--- src/rtl/mem_lsu.sv ---
`default_nettype none
// ============================================================================
// Module   : mem_lsu
// Purpose  : MEM stage / load-store unit between EX/MEM and WB. Issues one
//            access at a time on a req/gnt/rvalid data-memory port, builds
//            byte enables and lane-aligned store data, sign/zero-extends load
//            data, stalls upstream while an access is in flight, and registers
//            the rd/rd_op/rd_data result towards WB.
// Config   : `MEM_MISALIGN_TRAP_EN - when defined, misaligned H/W/D accesses
//            are not issued and raise exc_misalign for one cycle; when
//            undefined, the low address bits are cleared to the natural
//            alignment and the access proceeds.
// Ports    : CLK/RST (async active-low reset)
//            EX side : rd, rd_op, rd_data, ld_en, st_en, funct3, mem_addr, flush
//            Pipeline: stall_o
//            WB side : rd_o, rd_op_o, rd_data_o, exc_misalign
//            Memory  : mem_req, mem_we, mem_addr_o, mem_mask, mem_wdata,
//                      mem_gnt, mem_rvalid, mem_rdata
// Revision : 1.0 - initial release
// ============================================================================
module mem_lsu #(
  parameter int DATA_W = 32,
  parameter int ADDR_W = 32,
  parameter int REG_W  = 5
) (
  input  logic              CLK,
  input  logic              RST,
  input  logic [REG_W-1:0]  rd,
  input  logic              rd_op,
  input  logic [DATA_W-1:0] rd_data,
  input  logic              ld_en,
  input  logic              st_en,
  input  logic [2:0]        funct3,
  input  logic [ADDR_W-1:0] mem_addr,
  input  logic              flush,
  output logic              stall_o,
  output logic [REG_W-1:0]  rd_o,
  output logic              rd_op_o,
  output logic [DATA_W-1:0] rd_data_o,
  output logic              mem_req,
  output logic              mem_we,
  output logic [ADDR_W-1:0] mem_addr_o,
  output logic [DATA_W/8-1:0] mem_mask,
  output logic [DATA_W-1:0] mem_wdata,
  input  logic              mem_gnt,
  input  logic              mem_rvalid,
  input  logic [DATA_W-1:0] mem_rdata,
  output logic              exc_misalign
);

  localparam int MASK_W = DATA_W / 8;
  localparam int LANE_W = $clog2(MASK_W);

  typedef enum logic [1:0] {
    S_IDLE = 2'd0,
    S_REQ  = 2'd1,
    S_RESP = 2'd2
  } state_t;

  state_t state, state_nxt;

  // Latched access, held stable for the whole transaction
  logic              we_q;
  logic              uns_q;
  logic [1:0]        size_q;
  logic [LANE_W-1:0] lane_q;
  logic [REG_W-1:0]  rd_q;
  logic [ADDR_W-1:0] addr_q;
  logic [MASK_W-1:0] mask_q;
  logic [DATA_W-1:0] wdata_q;
  logic              killed_q;

  // ---------------------------------------------------------------------------
  // Decode of the op presented in IDLE
  // ---------------------------------------------------------------------------
  logic [1:0]        size_in;
  logic              uns_in;
  logic [3:0]        align_m4;
  logic [LANE_W-1:0] align_m;
  logic [LANE_W-1:0] lane_raw;
  logic [LANE_W-1:0] lane_al;
  logic              misalign_in;
  logic              trap_in;
  logic [MASK_W-1:0] mask_in;
  logic [DATA_W-1:0] wdata_in;
  logic              mem_op;
  logic              start;

  always_comb begin
    size_in = funct3[1:0];
    uns_in  = funct3[2];
    // A 32-bit datapath has no D/WU: both collapse onto a signed word.
    if (DATA_W == 32 && funct3[1]) begin
      size_in = 2'b10;
      uns_in  = 1'b0;
    end

    case (size_in)
      2'b00:   align_m4 = 4'd0;
      2'b01:   align_m4 = 4'd1;
      2'b10:   align_m4 = 4'd3;
      default: align_m4 = 4'd7;
    endcase
    align_m     = align_m4[LANE_W-1:0];
    lane_raw    = mem_addr[LANE_W-1:0];
    misalign_in = |(lane_raw & align_m);
    // Clearing the misaligned bits only matters when the trap is disabled;
    // a trapped access never uses the lane.
    lane_al     = lane_raw & ~align_m;

    for (int i = 0; i < MASK_W; i++) begin
      mask_in[i] = (i >= int'(lane_al)) && (i < int'(lane_al) + (1 << size_in));
    end
    wdata_in = rd_data << {lane_al, 3'b000};
  end

`ifdef MEM_MISALIGN_TRAP_EN
  assign trap_in = misalign_in;
`else
  assign trap_in = 1'b0;
`endif

  assign mem_op = (ld_en | st_en) & ~flush;
  assign start  = mem_op & ~trap_in;

  // ---------------------------------------------------------------------------
  // Load data extraction and extension
  // ---------------------------------------------------------------------------
  logic [DATA_W-1:0] shifted;
  logic [DATA_W-1:0] ld_ext;
  logic              sgn;
  int                nbits;

  always_comb begin
    shifted = mem_rdata >> {lane_q, 3'b000};
    nbits   = 8 << size_q;
    case (size_q)
      2'b00:   sgn = shifted[7];
      2'b01:   sgn = shifted[15];
      2'b10:   sgn = shifted[31];
      default: sgn = shifted[DATA_W-1];
    endcase
    sgn    = sgn & ~uns_q;
    ld_ext = shifted;
    for (int i = 0; i < DATA_W; i++) begin
      if (i >= nbits) ld_ext[i] = sgn;
    end
  end

  // ---------------------------------------------------------------------------
  // FSM
  // ---------------------------------------------------------------------------
  logic complete;

  always_ff @(posedge CLK or negedge RST) begin
    if (!RST) state <= S_IDLE;
    else      state <= state_nxt;
  end

  always_comb begin
    state_nxt = state;
    stall_o   = 1'b0;
    mem_req   = 1'b0;
    complete  = 1'b0;
    case (state)
      S_IDLE: begin
        stall_o = start;
        if (start) state_nxt = S_REQ;
      end
      S_REQ: begin
        // Request is withdrawn combinationally on flush, so a gnt in that
        // cycle cannot have been an acceptance.
        mem_req = ~flush;
        stall_o = 1'b1;
        if (flush) begin
          state_nxt = S_IDLE;
        end else if (mem_gnt) begin
          if (mem_rvalid) begin
            // Same-cycle response behaves exactly like RESP with rvalid.
            state_nxt = S_IDLE;
            stall_o   = 1'b0;
            complete  = 1'b1;
          end else begin
            state_nxt = S_RESP;
          end
        end
      end
      S_RESP: begin
        stall_o = ~mem_rvalid;
        if (mem_rvalid) begin
          state_nxt = S_IDLE;
          complete  = 1'b1;
        end
      end
      default: state_nxt = S_IDLE;
    endcase
  end

  // ---------------------------------------------------------------------------
  // Access latch and MEM/WB result register
  // ---------------------------------------------------------------------------
  logic kill_now;
  assign kill_now = killed_q | ((state == S_RESP) & flush);

`ifdef MEM_MISALIGN_TRAP_EN
  logic exc_q;
  assign exc_misalign = exc_q;
`else
  assign exc_misalign = 1'b0;
`endif

  always_ff @(posedge CLK or negedge RST) begin
    if (!RST) begin
      we_q      <= 1'b0;
      uns_q     <= 1'b0;
      size_q    <= 2'b00;
      lane_q    <= '0;
      rd_q      <= '0;
      addr_q    <= '0;
      mask_q    <= '0;
      wdata_q   <= '0;
      killed_q  <= 1'b0;
      rd_o      <= '0;
      rd_op_o   <= 1'b0;
      rd_data_o <= '0;
`ifdef MEM_MISALIGN_TRAP_EN
      exc_q     <= 1'b0;
`endif
    end else begin
`ifdef MEM_MISALIGN_TRAP_EN
      exc_q <= 1'b0;
`endif
      if (state == S_IDLE) begin
        if (start) begin
          we_q     <= st_en;
          uns_q    <= uns_in;
          size_q   <= size_in;
          lane_q   <= lane_al;
          rd_q     <= rd;
          addr_q   <= {mem_addr[ADDR_W-1:LANE_W], {LANE_W{1'b0}}};
          mask_q   <= mask_in;
          wdata_q  <= wdata_in;
          killed_q <= 1'b0;
          rd_op_o  <= 1'b0;
        end else if (mem_op) begin
          // Only reachable when the misalignment trap fires.
          rd_op_o <= 1'b0;
`ifdef MEM_MISALIGN_TRAP_EN
          exc_q   <= 1'b1;
`endif
        end else if (flush) begin
          rd_op_o <= 1'b0;
        end else begin
          rd_o      <= rd;
          rd_op_o   <= rd_op;
          rd_data_o <= rd_data;
        end
      end else begin
        rd_op_o <= 1'b0;
        if (state == S_RESP && flush) killed_q <= 1'b1;
        if (complete && !we_q && !kill_now) begin
          rd_o      <= rd_q;
          rd_op_o   <= 1'b1;
          rd_data_o <= ld_ext;
        end
      end
    end
  end

  assign mem_we     = we_q;
  assign mem_addr_o = addr_q;
  assign mem_mask   = mask_q;
  assign mem_wdata  = wdata_q;

endmodule
`default_nettype wire

--- config.mk ---
export PLATFORM = sky130hd
export DESIGN_NAME = mem_lsu
export DESIGN_NICKNAME = d
export VERILOG_FILES = /design/src/rtl/mem_lsu.sv
export SDC_FILE = /design/constraint.sdc
export NUM_CORES = 1
export LEC_CHECK = 0
export ABC_AREA = 1
export BUFFER_PORTS_ARGS = -buffer_cell sky130_fd_sc_hd__buf_2
export CAP_MARGIN = 20
export CORE_MARGIN = 3
export CORE_UTILIZATION = 35
export DETAILED_ROUTE_END_ITERATION = 6
export GPL_ROUTABILITY_DRIVEN = 0
export RECOVER_POWER = 25
export SETUP_SLACK_MARGIN = 0.4
export SLEW_MARGIN = 30
export SYNTH_ARGS = -nofsm -noshare
export SYNTH_HDL_FRONTEND = slang
export SYNTH_SLANG_ARGS = --single-unit
--- constraint.sdc ---
create_clock -name CLK -period 2.35 [get_ports CLK]
set_clock_uncertainty 0.1 [all_clocks]
set_input_delay 0.3525 -clock CLK [delete_from_list [all_inputs] [get_ports CLK]]
set_output_delay 0.3525 -clock CLK [all_outputs]
set_load 0.01 [all_outputs]
==> impl_metrics.ini, run 1 <==
[global_routing]
grt_pass1_wl_um = 32900
grt_overflow_total = 0
antenna_found_initial = 3
grt_pass1_vias = 5777
grt_start_max_net_pins = 48
grt_usage = 0.2177

[pwr]
peakVddDrop_v = 0.0006738
p_seq_frac = 0.305
pwr-share-clk = 0.218
power_density_nw_per_um2 = 1410
p_comb_frac = 0.477
p_sw_frac = 0.4210
power.internal_mw = 6.781
p_switching_mw = 4.931
p_leak_nw = 4.562

[layout]
layout.nets = 1153
syn_to_final_growth_pct = 36.01
final_cells = 1266
fillCellCount = 1736
fin_area_um2 = 8308
drive_gt1_frac = 0.3187

[job]
max_cap_violations = 0

[cts]
clock_latency_ns = 0.42
cts.clk_slew.worst_paths_ns = 0.06
cts.path.max_buffers = 2
root_buffer = clkbuf_16
clkSinkCount = 118
cts_tree = done
numCtsBuffers = 17
htreeDepth = 4

[logic_synthesis]
yosysSeqAreaShare = 0.4834
yosysMostFrequentCell = nand2_1
yosys-top-cells-area = dfrtp_1, nand2_1, o21ai_0
synth.avg_cell_area_um2 = 7.569
synth_cell_type_count = 35
yosys.area.top_type = dfrtp_1
synthesis.area_um2 = 6108
syn_inst = 807
synth_edf_count = 0
synth.top_cell.area_share = 0.4834
synth_warnings = 0
ys_seq_elements = 118
synthTopCellsByCount = nand2_1, dfrtp_1, o21ai_0
async_flop_share = 1.000
synth_ff_type = dfrtp_1

[worst_setup_path]
timing.rr.end = killed_q$_DFFE_PN0P_
crit_fanout = 3
regToRegStartpoint = state[0]$_DFFE_PN0P_
path_class = register to output port
r2r_slack_ns = 0.38
crit_required_ns = 1.90
cp.arrival_ns = 1.61
setup.worst_path.start_class = register
rr_worst_depth = 8
end_kind = output port

[timing]
rsz0062_at_grt = yes
period_needed_ns = 2.059
tightest_slew_ns = 1.299
holdWs_ns = 0.02921
setup_tns_ns = 0
max_freq_mhz = 485.7
hold_viol_final = 0
relSlewSlack = 0.1341
finalSetupViolCount = 0
fin_crit_sh = 0.8761
drv_slew = 0

[routing]
drc = 0
first_iter_violations = 565
firstDrtPassIters = 5
num_vias = 6197
drtAntennaViolNets = 0
wl_per_cell_um = 16.83
viasPerCell = 4.895
routed_wl_um = 21300

[floorplanning]
die_h_um = 138.1
row_count = 47
io_pins = 222
initial_core_util = 0.3632
coreArea_um2 = 16820
die-area_um2 = 19070
die_w_um = 138.1

[placed_design]
dpl.cell_count = 1220
dpl-instance-area_um2 = 7458
io_buffers = 218
dp_hpwl_um = 15680

[outcome]
outcome = finished clean

[min_path]
worstHoldPathType = input port to register
min-delay-start = mem_addr[22]
hold_depth = 3
holdPathEnd = mem_addr_o[22]$_DFFE_PN0P_
-- worst max-delay path by stage --
stage               cells past startpoint  slack, ns                  from                      end
floorplan                              10       0.41             funct3[0]  mem_mask[0]$_DFFE_PN0P_
global placement                        8       0.26  state[0]$_DFFE_PN0P_     killed_q$_DFFE_PN0P_
detailed placement                      8       0.26  state[0]$_DFFE_PN0P_     killed_q$_DFFE_PN0P_
CTS                                     8       0.33  state[0]$_DFFE_PN0P_                  stall_o
global route                            8       0.23  state[0]$_DFFE_PN0P_                  stall_o
finish                                  8       0.29  state[0]$_DFFE_PN0P_                  stall_o
-- final cells by class --
cell class,count,area (um^2),area share
Tap cell,220,275.3,0.03313
Clock inverter,9,103.9,0.01250
Antenna cell,1,2.502,0.0003012
Inverter,51,205.2,0.02470
Multi-Input combinational cell,593,2843,0.3422
Timing Repair Buffer,254,1459,0.1756
Clock buffer,20,466.7,0.05617
Sequential cell,118,2953,0.3554
-- metal layers --
layer / global-route usage / part of all wire / vias to the layer above / wire, um
li1: - / - / 3035 / -
met1: 0.3146 / 0.47 / 2879 / 9978
met2: 0.3222 / 0.44 / 253 / 9378
met3: 0.05939 / 0.074 / 26 / 1579
met4: 0.06136 / 0.016 / 4 / 337
met5: 0 / 0.0013 / - / 27
-- registers in the layout, summed over array words and instances (netlist names) --
name,count
uns_q,1
rd_op_o,1
lane_q,2
rd_o,5
killed_q,1
rd_q,5
mem_addr_o,30
state,2
size_q,2
mem_mask,4
mem_we,1
rd_data_o,32
mem_wdata,32
-- placed cells by master (no fill, tap or decap), drive strengths merged, types with 2 or more instances in the layout --
cell / n
a21oi: 36
buf: 250
bufinv: 2
clkbuf: 23
clkinv: 6
clkinvlp: 3
conb: 3
dfrtp: 118
ha: 5
inv: 49
mux2i: 8
nand2: 330
nand3: 10
nor2: 68
o211ai: 23
o21ai: 86
o221ai: 8
o22ai: 2
or2: 8
-- metrics by stage --
stage	utilization	power, mW	worst slack [ns]
after floorplan	-	6.729	0.4132
after global placement	0.4435	8.694	0.2598
after detailed placement	0.4435	8.728	0.2646
after CTS	0.4822	11.43	0.3285
after global routing	0.4940	12.63	0.2260
final	0.4940	11.71	0.2912
-- cell families (layout without fill, tap and decap cells) --
group	count (synthesis)	after routing	synth area share
multiplexers	8	8	0.01311
adder cells (fa/ha/maj)	6	6	0.01352
other	1	4	0.0006139
XOR/XNOR	1	1	0.001434
flip-flops	118	118	0.4834
buffers and inverters	99	334	0.07292
AO/OA/AOI/OAI	158	158	0.1469
AND/OR/NAND/NOR	416	417	0.2681
-- what timing repair did --
item,4_1_cts,5_1_grt
endpoints found under the setup margin,72,80
pin swaps,2,4
setup buffers,6,6
hold buffers,1,0
resized for setup,9,25
gates cloned,0,3
endpoints found under the hold margin,44,0
-- worst max-delay path, cell delays in order (launching register included) --
cell	delay, ns
dfrtp_1	0.41
inv_2	0.10
ha_4	0.16
clkinv_4	0.06
nor2_4	0.11
buf_6	0.11
o21bai_1	0.07
inv_1	0.05
buf_2	0.12
-- power groups by stage --
| stage | clock network [mW] | registers [mW] | logic [mW] |
|---|---|---|---|
| floorplan | 0 | 3.91 | 2.82 |
| global placement | 0 | 3.60 | 5.09 |
| detailed placement | 0 | 3.58 | 5.15 |
| CTS | 2.58 | 3.57 | 5.28 |
| global route | 2.68 | 3.69 | 6.26 |
| finish | 2.55 | 3.58 | 5.59 |
Power figures use the tool's default switching activity.
==> run 2, diff against run 1 <==
CORE_UTILIZATION = 45   (was 35)
PLACE_DENSITY = 0.74   (was unset)
==> run 2 against run 1 <==
  * Clock-buffer cell count did not move
  * Highest routed layer unchanged
  * Sequential share of layout area rose by 0.59 points
  * Global-route usage rose by 3.8 points
  * Largest power group unchanged
==> impl_metrics.ini, run 2 (synthesized netlist as in run 1, its figures left out) <==
[outcome]
outcome = finished clean

[worst_setup_path]
cp.arrival_ns = 1.57
crit_path_start = state[1]$_DFFE_PN0P_
crit_family = flip-flops
crit_path_max_incr_delay_ns = 0.42
critPathBufInv = 5
cp_slowest_cell = dfrtp_1
crit_fanout = 4
path_class = register to output port
end_kind = output port
timing.rr.end = rd_data_o[27]$_DFFE_PN0P_
rr_worst_depth = 13
crit_required_ns = 1.90
regToRegStartpoint = state[1]$_DFFE_PN0P_
path_cells = inv_2 > ha_4 > clkinv_4 > nor2_4 > buf_12 > o21bai_1 > inv_1 > buf_2
r2r_slack_ns = 0.45
worstSetupEndpoint = stall_o
setup.worst_path.start_class = register
path_depth = 8

[timing]
post-route-worst-setup-slack_ns = 0.3259
tightest_slew_ns = 0.8561
fin_crit_sh = 0.8613
rsz0062_at_grt = yes
max_freq_mhz = 494.0
drv_slew = 0
setup_tns_ns = 0
period_needed_ns = 2.024
holdWs_ns = 0.02975
relSlewSlack = 0.4293
hold_viol_final = 0
finalSetupViolCount = 0

[placed_design]
dp_hpwl_um = 14350
dpl-instance-area_um2 = 7396
dpl.cell_count = 1170
io_buffers = 218
pre_cts_slack_ns = 0.3205

[global_routing]
grt_usage = 0.2562
grt_start_max_net_pins = 48
grt_pass1_vias = 5638
antenna_found_initial = 1
grt_overflow_total = 0
grt_pass1_wl_um = 29200

[layout]
diodes = 0
layout.nets = 1142
fillCellCount = 1161
seqCellArea_um2 = 2953
layout_commonest_cell = nand2_1
final_cells = 1209
drive_gt1_frac = 0.3028
multi_input_area_um2 = 2770
layout_common_cells = nand2_1, buf_2, dfrtp_1
syn_to_final_growth_pct = 33.80
fin_area_um2 = 8173
fin_util = 0.6322

[job]
max_cap_violations = 0

[cts]
cts_tree = done
htreeDepth = 4
cts.clk_slew.worst_paths_ns = 0.05
cts.path.max_buffers = 2
clkSinkCount = 118
root_buffer = clkbuf_16
clock_latency_ns = 0.42
numCtsBuffers = 17

[floorplanning]
coreArea_um2 = 12930
initial_core_util = 0.4725
die-area_um2 = 15010
die_w_um = 122.5
row_count = 41
die_h_um = 122.5
io_pins = 222

[pwr]
power.internal_mw = 6.953
p_comb_frac = 0.453
p_seq_frac = 0.305
p_leak_nw = 4.547
peakVddDrop_v = 0.0006725
p_switching_mw = 4.801
power_mw = 11.75
power_density_nw_per_um2 = 1438
p_sw_frac = 0.4084
pwr-share-clk = 0.242

[routing]
drc = 0
first_iter_violations = 557
routed_wl_um = 19330
num_vias = 6182
firstDrtPassIters = 6
viasPerCell = 5.113
wl_per_cell_um = 15.99
drtAntennaViolNets = 0

[min_path]
worstHoldPathType = input port to register
[run 2: what timing repair did]
item / in CTS / in global routing
pin swaps: 3 / 0
hold endpoints to repair: 31 / 0
setup endpoints to repair: 55 / 39
hold buffers: 1 / 0
cloned: 1 / 1
setup buffers: 4 / 0
gates resized for setup: 12 / 7
[run 2: power groups by stage]
stage	clock network (mW)	registers [mW]	logic, mW
after detailed placement	0	3.57	5.10
after CTS	2.88	3.58	5.25
after floorplan	0	3.91	2.82
after global placement	0	3.59	4.99
final	2.85	3.58	5.32
after global routing	2.98	3.69	5.97
[run 2: layout make-up]
class,instances,share of cell area
multi-input cells,592,0.3389
inverters,51,0.02480
well taps,172,0.02633
clock inverters,12,0.02449
repair buffers,244,0.1695
clock buffers,20,0.05465
flip-flops and latches,118,0.3613
[run 2: layer usage]
layer	part of all wire	GRT usage
met3	0.095	0.07604
met4	0.037	0.1239
met5	0.00067	0
met2	0.45	0.3861
met1	0.42	0.3384
[run 2: worst register-to-register path, cell delays in order, from the launching register on]
cell      delay [ns]
dfrtp_1         0.42
inv_2           0.10
ha_4            0.16
clkinv_4        0.05
buf_4           0.13
nand3_1         0.10
a21oi_2         0.04
nand2_1         0.08
nand2_1         0.09
nand2_4         0.13
buf_12          0.18
nor2_1          0.07
nand2_1         0.08
nand2_1         0.06
[run 2: worst min path at each step]
stage	cells after the start	endpoint	start	slack, ns
global placement	1	mem_wdata[0]$_DFFE_PN0P_	RST	0.24
CTS	3	mem_addr_o[7]$_DFFE_PN0P_	mem_addr[7]	0.02
detailed placement	1	mem_wdata[0]$_DFFE_PN0P_	RST	0.24
finish	3	mem_addr_o[7]$_DFFE_PN0P_	mem_addr[7]	0.03
global route	3	mem_addr_o[7]$_DFFE_PN0P_	mem_addr[7]	0.02
floorplan	0	killed_q$_DFFE_PN0P_	RST	-0.04
==> run 3, diff against run 2 <==
CORE_UTILIZATION = 50   (was 45)
HOLD_SLACK_MARGIN = 0.08   (was unset)
PLACE_DENSITY = 0.81   (was 0.74)
==> run 3 against run 2 <==
  * Die area down 9.5%
  * Critical endpoint unchanged
  * Sequential cell count did not move
  * Clock-buffer cell count grew 1
  * Clock power decreased by 7.7%
  * Global-route usage grew 4.2 points
  * Highest routed layer is now met4
  * First-iteration DRC count grew 35%
  * Non-clock buffer count increased by 36
  * Critical path type unchanged
  * Via count is 5.9% higher
  * Critical path depth unchanged
==> impl_metrics.ini, run 3 (synthesized netlist as in run 1, its figures left out) <==
[outcome]
outcome = finished clean

[cts]
cts.path.max_buffers = 2
cts.clk_slew.worst_paths_ns = 0.06
root_buffer = clkbuf_16
cts_tree = done
clkSinkCount = 118
clock_latency_ns = 0.42
htreeDepth = 4
numCtsBuffers = 17

[floorplanning]
coreArea_um2 = 11660
io_pins = 222
initial_core_util = 0.5238
die_w_um = 116.5
die-area_um2 = 13580
row_count = 39
die_h_um = 116.5

[routing]
wl_per_cell_um = 17.01
routed_wl_um = 20650
num_vias = 6548
viasPerCell = 5.394
first_iter_violations = 754
drc = 0
firstDrtPassIters = 7
drtAntennaViolNets = 0

[pwr]
power_mw = 11.65
power_density_nw_per_um2 = 1380
peakVddDrop_v = 0.0006541
p_leak_nw = 4.679

[worst_setup_path]
crit_required_ns = 1.90
cp.arrival_ns = 1.60
crit_fanout = 3
path_class = register to output port
setup.worst_path.start_class = register
end_kind = output port

[job]
max_cap_violations = 0

[placed_design]
dpl.cell_count = 1140
dp_hpwl_um = 13910
io_buffers = 218
pre_cts_slack_ns = 0.04024

[timing]
fin_crit_sh = 0.8731
finalSetupViolCount = 0
drv_slew = 0
rsz0062_at_grt = yes
hold_viol_final = 0
setup_tns_ns = 0
tightest_slew_ns = 0.9111
max_freq_mhz = 487.4
relSlewSlack = 0.3926
period_needed_ns = 2.052
post-route-worst-setup-slack_ns = 0.2983

[layout]
layout_commonest_cell = nand2_1
layout_common_cells = nand2_1, buf_2, dfrtp_1
layout.nets = 1178
diodes = 0
fillCellCount = 881
final_cells = 1214
syn_to_final_growth_pct = 38.22
drive_gt1_frac = 0.2932

[global_routing]
grt_pass1_vias = 5985
grt_start_max_net_pins = 75
grt_overflow_total = 0
antenna_found_initial = 0
grt_usage = 0.2984
grt_pass1_wl_um = 30890

[min_path]
worstHoldPathType = input port to register
## run 3: cell count changes in the layout (fill, tap and decap cells not counted), sizes merged
| cell | change |
|---|---|
| clkinvlp | -1 |
| clkinv | +1 |
| clkbuf | +1 |
| inv | -1 |
| dlygate4sd3 | +32 |
| buf | +3 |
| bufbuf | +1 |
| bufinv | -2 |
## run 3: path summary, 6_finish.rpt
kind                                                  from                         end  slack, ns  depth (start not counted)
worst max-delay path                  state[1]$_DFFE_PN0P_                     stall_o       0.30                          8
worst min-delay path                            mem_rvalid        state[1]$_DFFE_PN0P_        0.1                          2
worst max register to register        state[1]$_DFFE_PN0P_   rd_data_o[26]$_DFFE_PN0P_       0.40                         13
worst min register to register  mem_addr_o[26]$_DFFE_PN0P_  mem_addr_o[26]$_DFFE_PN0P_       0.37                          2
max in group asynchronous                              RST    rd_data_o[4]$_DFFE_PN0P_       0.45                          3
min in group asynchronous                              RST         rd_o[1]$_DFFE_PN0P_       0.52                          2
## run 3: where the power goes
part / switching [mW] / leakage, nW / total (mW) / internal, mW
logic: 3.36 / 2.91 / 5.46 / 2.10
registers: 0.556 / 1.47 / 3.56 / 3.00
clock network: 0.902 / 0.295 / 2.63 / 1.73
total: 4.82 / 4.68 / 11.7 / 6.83
## run 3: final cells by class
type                            count  area (um^2)  area share
Sequential cell                   118         2953      0.3497
Multi-Input combinational cell    592         2763      0.3272
Timing Repair Buffer              280         1744      0.2066
Clock buffer                       21        470.5     0.05572
Inverter                           51        207.7     0.02460
Tap cell                          143        178.9     0.02119
Clock inverter                      9        126.4     0.01497
## run 3: timing repair
item / CTS / global route
hold buffers: 33 / 0
setup endpoints to repair: 107 / 86
endpoints found under the hold margin: 63 / 0
setup buffers: 6 / 2
gates cloned: 2 / 1
pin swaps: 3 / 2
gates resized for setup: 9 / 8
## run 3: through the flow
stage,area (um^2),util,hold WS (ns)
floorplan,6143,-,-0.04309
global placement,7327,0.6283,0.2275
detailed placement,7327,0.6283,0.2325
CTS,8394,0.7198,0.08437
global route,8443,0.7240,0.08713
finish,8443,0.7240,0.09983
## run 3: worst max-delay path: stages (launching register included)
cell and delay (ns):
dfrtp_1 0.41, inv_2 0.09, ha_4 0.16, clkinv_4 0.06, nor2_4 0.13, buf_12 0.11
o21bai_1 0.05, inv_1 0.05, buf_2 0.11
## run 3: metal layers
metal | routed length (um) | GRT usage | vias up
met5 | 0 | 0 | -
met1 | 8318 | 0.3854 | 3010
met4 | 595 | 0.1040 | 0
li1 | - | - | 3090
met3 | 2052 | 0.08705 | 55
met2 | 9684 | 0.4828 | 393
